--- config.mk ---
export PLATFORM = sky130hd
export DESIGN_NAME = alu_cmd_issuer
export DESIGN_NICKNAME = d
export VERILOG_FILES = /design/src/rtl/alu_cmd_issuer.sv
export SDC_FILE = /design/constraint.sdc
export NUM_CORES = 1
export LEC_CHECK = 0
export CAP_MARGIN = 25
export CORE_MARGIN = 1
export CORE_UTILIZATION = 55
export CTS_BUF_LIST = sky130_fd_sc_hd__clkbuf_8 sky130_fd_sc_hd__clkbuf_16
export DETAILED_ROUTE_END_ITERATION = 10
export PLACE_DENSITY = 0.85
export SLEW_MARGIN = 20
export SYNTH_ARGS = -nofsm -noshare
export SYNTH_HDL_FRONTEND = slang
export SYNTH_SLANG_ARGS = --single-unit
--- constraint.sdc ---
create_clock -name clk -period 4.2 [get_ports clk]
set_clock_uncertainty 0.2 [all_clocks]
set_input_delay 0.84 -clock clk [delete_from_list [all_inputs] [get_ports clk]]
set_output_delay 0.84 -clock clk [all_outputs]
set_load 0.03 [all_outputs]
--- src/rtl/alu_cmd_issuer.sv ---
// ----------------------------------------------------------------------------
// alu_cmd_issuer
//
// Issue stage in front of the ALU. Commands arrive on a valid/ready port and
// are queued in a small FIFO. One command at a time is driven onto the ALU
// operand/opcode inputs. The block then waits out the ALU's fixed result
// latency, captures C, and offers it on a valid/ready result port.
// Operands and the result pass through unmodified.
//
// Optional feature: define ALU_ISSUER_STATS_EN to enable a saturating 16-bit
// completed-command counter on stat_done_cnt. When the macro is undefined,
// stat_done_cnt is tied to zero.
//
// Ports
//   clk, rst_n                 clock, asynchronous active-low reset
//   cmd_valid / cmd_ready      command handshake (cmd_ready = FIFO not full)
//   cmd_a, cmd_b               signed operands
//   cmd_a_en, cmd_b_en         ALU enables for this command
//   cmd_a_op, cmd_b_op         ALU opcodes for this command
//   alu_A, alu_B, alu_a_en,
//   alu_b_en, alu_a_op,
//   alu_b_op, alu_en           registered drive to the ALU
//   alu_C                      ALU result input
//   res_valid / res_ready      result handshake
//   res_data                   captured ALU result
//   busy                       FIFO non-empty or a command in progress
//   stat_done_cnt              completed-command count (stats build only)
// ----------------------------------------------------------------------------
module alu_cmd_issuer #(
  parameter int INPUT_WIDTH  = 5,
  parameter int OUTPUT_WIDTH = 6,
  parameter int FIFO_DEPTH   = 4,
  parameter int ALU_LATENCY  = 3
) (
  input  logic                           clk,
  input  logic                           rst_n,
  input  logic                           cmd_valid,
  output logic                           cmd_ready,
  input  logic signed [INPUT_WIDTH-1:0]  cmd_a,
  input  logic signed [INPUT_WIDTH-1:0]  cmd_b,
  input  logic                           cmd_a_en,
  input  logic                           cmd_b_en,
  input  logic [2:0]                     cmd_a_op,
  input  logic [1:0]                     cmd_b_op,
  output logic signed [INPUT_WIDTH-1:0]  alu_A,
  output logic signed [INPUT_WIDTH-1:0]  alu_B,
  output logic                           alu_a_en,
  output logic                           alu_b_en,
  output logic [2:0]                     alu_a_op,
  output logic [1:0]                     alu_b_op,
  output logic                           alu_en,
  input  logic signed [OUTPUT_WIDTH-1:0] alu_C,
  output logic                           res_valid,
  input  logic                           res_ready,
  output logic signed [OUTPUT_WIDTH-1:0] res_data,
  output logic                           busy,
  output logic [15:0]                    stat_done_cnt
);

  localparam int PTR_W = (FIFO_DEPTH > 1) ? $clog2(FIFO_DEPTH) : 1;
  localparam int CNT_W = PTR_W + 1;
  localparam int LAT_W = $clog2(ALU_LATENCY + 1);
  localparam int CMD_W = 2 * INPUT_WIDTH + 7;

  typedef enum logic [1:0] {IDLE, WAIT, RESP} state_t;

  state_t            state;
  logic [LAT_W-1:0]  lat_cnt;

  logic [CMD_W-1:0]  fifo_mem [FIFO_DEPTH];
  logic [PTR_W-1:0]  wr_ptr;
  logic [PTR_W-1:0]  rd_ptr;
  logic [CNT_W-1:0]  fifo_cnt;
  logic              fifo_full;
  logic              fifo_empty;
  logic              push;
  logic              pop;

  logic signed [INPUT_WIDTH-1:0] head_a;
  logic signed [INPUT_WIDTH-1:0] head_b;
  logic                          head_a_en;
  logic                          head_b_en;
  logic [2:0]                    head_a_op;
  logic [1:0]                    head_b_op;

  // Ready and busy come from registered state only, so reset shows at once.
  assign fifo_full  = (fifo_cnt == CNT_W'(FIFO_DEPTH));
  assign fifo_empty = (fifo_cnt == '0);
  assign cmd_ready  = !fifo_full;
  assign busy       = !fifo_empty || (state != IDLE);

  // A push while full is refused even if a pop frees a slot this cycle.
  assign push = cmd_valid && !fifo_full;
  assign pop  = (state == IDLE) && !fifo_empty;

  assign {head_a, head_b, head_a_en, head_b_en, head_a_op, head_b_op} = fifo_mem[rd_ptr];

  // ---- FIFO storage: data only, never reset ----
  always_ff @(posedge clk) begin
    if (push) begin
      fifo_mem[wr_ptr] <= {cmd_a, cmd_b, cmd_a_en, cmd_b_en, cmd_a_op, cmd_b_op};
    end
  end

  // ---- FIFO control: pointers wrap naturally since depth is a power of 2 ----
  always_ff @(posedge clk or negedge rst_n) begin
    if (!rst_n) begin
      wr_ptr   <= '0;
      rd_ptr   <= '0;
      fifo_cnt <= '0;
    end else begin
      if (push) wr_ptr <= wr_ptr + PTR_W'(1);
      if (pop)  rd_ptr <= rd_ptr + PTR_W'(1);
      case ({push, pop})
        2'b10:   fifo_cnt <= fifo_cnt + CNT_W'(1);
        2'b01:   fifo_cnt <= fifo_cnt - CNT_W'(1);
        default: fifo_cnt <= fifo_cnt;
      endcase
    end
  end

  // ---- Issue FSM: launch, wait out ALU latency, hold result until taken ----
  always_ff @(posedge clk or negedge rst_n) begin
    if (!rst_n) begin
      state     <= IDLE;
      lat_cnt   <= '0;
      alu_A     <= '0;
      alu_B     <= '0;
      alu_a_en  <= 1'b0;
      alu_b_en  <= 1'b0;
      alu_a_op  <= '0;
      alu_b_op  <= '0;
      alu_en    <= 1'b0;
      res_valid <= 1'b0;
      res_data  <= '0;
    end else begin
      case (state)
        IDLE: begin
          if (pop) begin
            alu_A    <= head_a;
            alu_B    <= head_b;
            alu_a_en <= head_a_en;
            alu_b_en <= head_b_en;
            alu_a_op <= head_a_op;
            alu_b_op <= head_b_op;
            alu_en   <= 1'b1;
            lat_cnt  <= LAT_W'(ALU_LATENCY);
            state    <= WAIT;
          end
        end
        WAIT: begin
          // Count reaches 1 on the edge ALU_LATENCY edges after launch.
          if (lat_cnt == LAT_W'(1)) begin
            res_data  <= alu_C;
            res_valid <= 1'b1;
            alu_en    <= 1'b0;
            state     <= RESP;
          end else begin
            lat_cnt <= lat_cnt - LAT_W'(1);
          end
        end
        RESP: begin
          if (res_ready) begin
            res_valid <= 1'b0;
            state     <= IDLE;
          end
        end
        default: begin
          state  <= IDLE;
          alu_en <= 1'b0;
        end
      endcase
    end
  end

`ifdef ALU_ISSUER_STATS_EN
  logic [15:0] done_cnt;

  function automatic logic [15:0] sat_inc16(input logic [15:0] v);
    return (v == 16'hFFFF) ? v : v + 16'd1;
  endfunction

  // ---- Completed-command counter, saturating ----
  always_ff @(posedge clk or negedge rst_n) begin
    if (!rst_n) begin
      done_cnt <= 16'h0000;
    end else if (res_valid && res_ready) begin
      done_cnt <= sat_inc16(done_cnt);
    end
  end

  assign stat_done_cnt = done_cnt;
`else
  assign stat_done_cnt = 16'h0000;
`endif

endmodule

==> flow_summary.yaml <==
sta:
  layout_min_cycle_time_ps: 3030
  drv_slew: 0
  max-slew-margin-rel_pct: 41.1
  setup_viol: 0
  tightest_slew_ps: 883
  hold_viol_final: 0
  timing.hold.ws_ps: 309
  tns_ps: 0
  min_period_over_period_pct: 72.2
  clock.fmax_mhz: 330
  rsz0062_at_grt: "false"
floorplan:
  io_pins: 70
  fp-row-count: 31
  fp.dieW_um: 89.3
  start_util_pct: 57.5
  die-area_um2: 7980
  core_um2: 7290
  die_h_um: 89.3
cts:
  h-tree-depth: 3
  clock_path_buffers: 2
  clkSlewWorstSetupHoldPaths_ps: 90
  cts.sinks: 104
  cts_tree: "yes"
  cts_made_buffers: 9
  cts_hold_buf: 0
  cts_root_buffer: "clkbuf_8"
  cts_setup_buffers: 0
  ctsResizeCount: 0
  insertion_delay_ps: 350
place:
  place.port_buffers: 53
  routabilityCongestion: 0.684
  dp_hpwl_um: 4240
  place_inst: 367
  placed_area_um2: 4720
synthesis:
  ys_seq_area_share_pct: 70.2
  yosys_warnings: 0
  ys_types: 34
  ys_seq_elements: 104
  synth_edf_count: 68
  syn_area_um2: 4190
  synth_area_leaders: "edfxtp_1 (49%), dfrtp_1 (21%), mux2_2 (6.7%)"
  synth_cells: 223
  ys_async_sr_fraction_pct: 34.6
  synth_flop_cell: "edfxtp_1"
  synth.largest_area_cell: "edfxtp_1"
  syn_area_per_cell_um2: 18.8
  synth_top_area_share_pct: 48.7
global_route:
  grtUsageTotal_pct: 18.1
  grt_max_degree: 37
  antenna_found_initial: 0
  grt_overflow_total: 0
  grt_pass1_wl_um: 9890
  first_global_vias: 1964
worst_setup_path:
  cp_max_fo: 5
  critical_path_class: "register to output port"
  cp.required_ps: 3160
  slowest_stage: "clkdlybuf4s50_1"
  cpPeakStageDelay_ps: 600
  cp_cell_sequence: "or3_4 > nand2b_1 > clkdlybuf4s50_1"
  cp-end-kind: "output port"
  cp.arrival_ps: 1990
  crit_family: "simple AND/OR/NAND/NOR gates"
  start_kind: "register"
  worst-path-buf-inv: 1
route:
  drt-vias-per-instance: 5.35
  first_pass_iters: 4
  postRouteAntennaNets: 0
  wire_per_inst_um: 17.1
  vias: 2048
  totalWireLength_um: 6560
  drc: 0
  drtIter0Drc: 143
status:
  run_status: "completed"
job:
  cap_violations: 0
finish:
  num-nets-final: 313
  instances_no_fill: 383
  areaGrowthSynthToFinish_pct: 17.6
  final_area_um2: 4930
  diodes: 0
  final_layout_size_suffix_gt1_share_pct: 18.3
  n_fill_cell: 514
power:
  p_leak_nw: 1.87
  peakVddDrop_mv: 0.360
  power.density_nw_per_um2: 738
  fin_total_pwr_mw: 3.64
worst_hold_path:
  hp-class: "register to register"
## through the flow
stage,setup slack (ps),util (%)
3_5_place_dp,1380,64.8
4_1_cts,1150,67.6
2_1_floorplan,1710,-
6_report,1170,67.6
5_1_grt,1100,67.6
3_3_place_gp,1430,64.8
## flip-flops by register name (all words and copies together) (netlist names), 3 cells and up
register and count:
alu_a_op 3, fifo_cnt 3, res_data 6, alu_A 5, fifo_mem 68, alu_B 5
## synthesized netlist by cell type, drive strengths merged (4+ instances only)
library cell,number
dfrtp,36
mux2,25
ha,6
edfxtp,68
inv,9
mux4,17
xnor2,4
buf,22
nand2,4
nor2,6
and3,4
## cells by family after synthesis
family                   after synthesis  share of synthesized area, %
other                                  1                        0.0894
flip-flops                           104                          70.2
XOR/XNOR                               6                          1.25
multiplexers                          43                          16.9
AND/OR/NAND/NOR                       22                          3.04
adder cells (fa/ha/maj)                7                          2.27
buffers and inverters                 32                          4.95
AO/OA/AOI/OAI                          8                          1.31
## where the power goes
part / leakage [nW] / internal (mW) / switching, mW
clock network: 0.114 / 0.308 / 0.313
registers: 1.04 / 1.43 / 0.224
logic: 0.714 / 0.691 / 0.679
## cells in the final DEF (no fill, tap or decap), types with 3 or more instances in the layout
cell	n
and3_1	4
clkbuf_8	9
clkdlybuf4s50_1	52
conb_1	16
dfrtp_1	35
edfxtp_1	68
ha_1	6
inv_1	11
mux2_2	25
mux4_1	9
mux4_2	8
nand2_1	3
nor2_1	6
xnor2_1	4
## final cells by class
class,instances,area (um2),area share (%)
clock inverter,6,57.6,1.17
sequential,104,2940,59.7
inverter,9,33.8,0.685
clock buffer,10,149,3.02
multi-input combinational,102,1100,22.3
timing repair buffer,53,526,10.7
tap,99,124,2.51
## per-layer routing
| layer | part of all wire (%) | vias up | GRT usage [%] |
|---|---|---|---|
| li1 | - | 925 | - |
| met1 | 45 | 1048 | 24.3 |
| met2 | 49 | 64 | 29.0 |
| met3 | 3.9 | 11 | 3.14 |
| met4 | 2.0 | 0 | 8.95 |
| met5 | 0 | - | 0 |
## path summary, 6_finish.rpt
kind | from | to | slack (ps) | cells after the start
max in group asynchronous | rst_n | rd_ptr[0]$_DFFE_PN0P_ | 2830 | 1
worst min register to register | alu_a_op[0]$_DFFE_PN0P_ | alu_a_op[0]$_DFFE_PN0P_ | 310 | 1
worst max-delay path | fifo_cnt[0]$_DFFE_PN0P_ | busy | 1170 | 3
worst min-delay path | alu_a_op[0]$_DFFE_PN0P_ | alu_a_op[0]$_DFFE_PN0P_ | 310 | 1
worst max register to register | fifo_cnt[0]$_DFFE_PN0P_ | fifo_cnt[2]$_DFFE_PN0P_ | 1690 | 9
min in group asynchronous | rst_n | alu_A[3]$_DFFE_PN0P_ | 390 | 1
No activity file was read; power rests on OpenSTA's default activity.
==> RTL edit (same settings) <==
`INPUT_WIDTH`: 5 -> 10.
--- a/src/rtl/alu_cmd_issuer.sv
+++ b/src/rtl/alu_cmd_issuer.sv
@@ -28,5 +28,5 @@
 // ----------------------------------------------------------------------------
 module alu_cmd_issuer #(
-  parameter int INPUT_WIDTH  = 5,
+  parameter int INPUT_WIDTH  = 10,
   parameter int OUTPUT_WIDTH = 6,
   parameter int FIFO_DEPTH   = 4,
Interface: changed (resized alu_A, alu_B, cmd_a and cmd_b); port bits go from 70 to 90. No check against the original RTL was run, so the function may have changed too.
==> RTL edit against the original RTL <==
Final area rose by 49%. Combinational power rose by 47%. Count of clock-buffer cells in the layout rose by 8. Worst setup slack got worse by 0.10 ns. Synthesized area rose by 42%. Sequential power rose by 42%. Die area rose by 41%. Power rose by 58%. Global-route usage rose by 2.3 points. Wire length rose by 56%. Final cell count rose by 38%. Sequential cell count rose by 50. Sequential share of layout area rose by 0.26 points.
==> RTL edit: results (changes against the original RTL) <==
finish:
  top_regs: "fifo_mem: 108 flops, alu_A: 10 flops, alu_B: 10 flops"  # was fifo_mem: 68 flops, res_data: 6 flops
  fin_nets: 425  # was 313
  drive_gt1_share_pct: 26.6  # was 18.3%
logic_synthesis:
  seq_area_frac_synth_pct: 73.6  # was 70.2%
  synth_common_cells: "108 x edfxtp_1, 46 x dfrtp_1, 35 x mux2_2, 27 x mux4_2, 18 x buf_4"  # was 68 x edfxtp_1, 36 x dfrtp_1, 25 x mux2_2, 16 x buf_4
  ys_types: 33  # was 34
  synthTopCellsByArea: "edfxtp_1 54%, dfrtp_1 19%, mux4_2 10%"  # was edfxtp_1 49%, dfrtp_1 21%, mux2_2 6.7%
  async_reset_ff_share_pct: 29.9  # was 34.6%
  synthCells: 297  # was 223
  synth-edff-count: 108  # was 68
routing:
  drt_iter0_markers: 115  # was 143
  routed_wl_microns: 10300  # was 6560 microns
clock_tree:
  clock_path_buffers: 2  # unchanged
  cts-buffers-inserted: 17  # was 9
  clkTransAtPathRegs_ns: 0.07  # was 0.09 ns
  insertion_delay_ns: 0.53  # was 0.35 ns
  ctsHtreeMaxLevel: 4  # was 3
global_routing:
  gr-usage-all-layers_pct: 20.4  # was 18.1%
  grt_pass1_wl_microns: 16500  # was 9890 microns
  grt.met2_usage_pct: 34.4  # was 29.0%
  use_met3_pct: 4.23  # was 3.14%
  grt_start_max_net_pins: 30  # was 37
  grt_pass1_vias: 3170  # was 1964
sta:
  slew-limit-headroom_pct: 51.9  # was 41.1%
outcome:
  outcome: "completed"  # unchanged
power_and_ir_drop:
  ir_drop_v: 0.000555  # was 0.000360 V
  power.leakage_uw: 0.00267  # was 0.00187 uW
place:
  portBuffers: 73  # was 53
  gp_congestion: 0.710  # was 0.684
  dpl_worst_slack_ns: 1.38  # about the same
  dp_hpwl_microns: 6150  # was 4240 microns
  dp.cells: 497  # was 367
worst_setup_path:
  slowest_delay_ns: 0.59
min_path:
  min_path_type: "in -> async"  # was reg -> reg
RTL edit: cell count changes after synthesis, sizes merged:
| cell | before | now |
|---|---|---|
| clkbuf | 1 | 3 |
| mux4 | 17 | 27 |
| buf | 22 | 24 |
| mux2 | 25 | 35 |
| dfrtp | 36 | 46 |
| edfxtp | 68 | 108 |
RTL edit: cell families after synthesis:
kind of cell	share of synthesized area, %
AND/OR/NAND/NOR	2.01
buffers and inverters	4.00
XOR/XNOR	0.880
flip-flops	73.6
other	0.0628
multiplexers	16.9
adder cells (fa/ha/maj)	1.59
AO/OA/AOI/OAI	0.922
RTL edit: worst paths after layout:
kind / startpoint / endpoint / slack [ns] / depth (start not counted)
setup reg to reg: fifo_cnt[0]$_DFFE_PN0P_ / fifo_cnt[2]$_DFFE_PN0P_ / 1.66 / 10
min in group clk: alu_B[2]$_DFFE_PN0P_ / alu_B[2]$_DFFE_PN0P_ / 0.30 / 1
hold / removal: rst_n / res_data[2]$_DFFE_PN0P_ / 0.1 / 1
setup / recovery: fifo_cnt[0]$_DFFE_PN0P_ / busy / 1.06 / 3
max in group asynchronous: rst_n / rd_ptr[0]$_DFFE_PN0P_ / 3.15 / 2
hold reg to reg: alu_B[2]$_DFFE_PN0P_ / alu_B[2]$_DFFE_PN0P_ / 0.30 / 1
RTL edit: metal layers:
layer	vias to the layer above	share of wire, %
li1	1274	-
met1	1510	41
met2	90	53
met3	16	4.1
met4	0	2.1
met5	-	0
RTL edit: power breakdown:
| part | internal, uW | switching [uW] | leakage (uW) |
|---|---|---|---|
| Combinational | 992 | 1030 | 0.000885 |
| Sequential | 2110 | 237 | 0.00153 |
| Clock | 802 | 604 | 0.000257 |
| Total | 3900 | 1870 | 0.00267 |
RTL edit: metrics by stage:
step	cell area, sq um	utilization [%]	hold WS (ns)
6_report	7330	70.4	0.0969
5_1_grt	7330	70.4	0.124
4_1_cts	7310	70.2	0.0991
3_5_place_dp	6760	64.9	0.292
3_3_place_gp	6740	64.7	0.288
2_1_floorplan	6030	-	0.277
RTL edit: layout make-up:
class,instances,area [sq um]
Sequential cell,154,4400
Fill cell,638,3080
Timing Repair Buffer,77,781
Inverter,9,33.8
Tap cell,136,170
Clock inverter,14,124
Clock buffer,18,428
Multi-Input combinational cell,122,1400
RTL edit: critical path, delay by kind of cell (launching register included):
family	cells	cell delay, ns
AND/OR/NAND/NOR	2	0.57
buffers and inverters	1	0.59
flip-flops	1	0.42
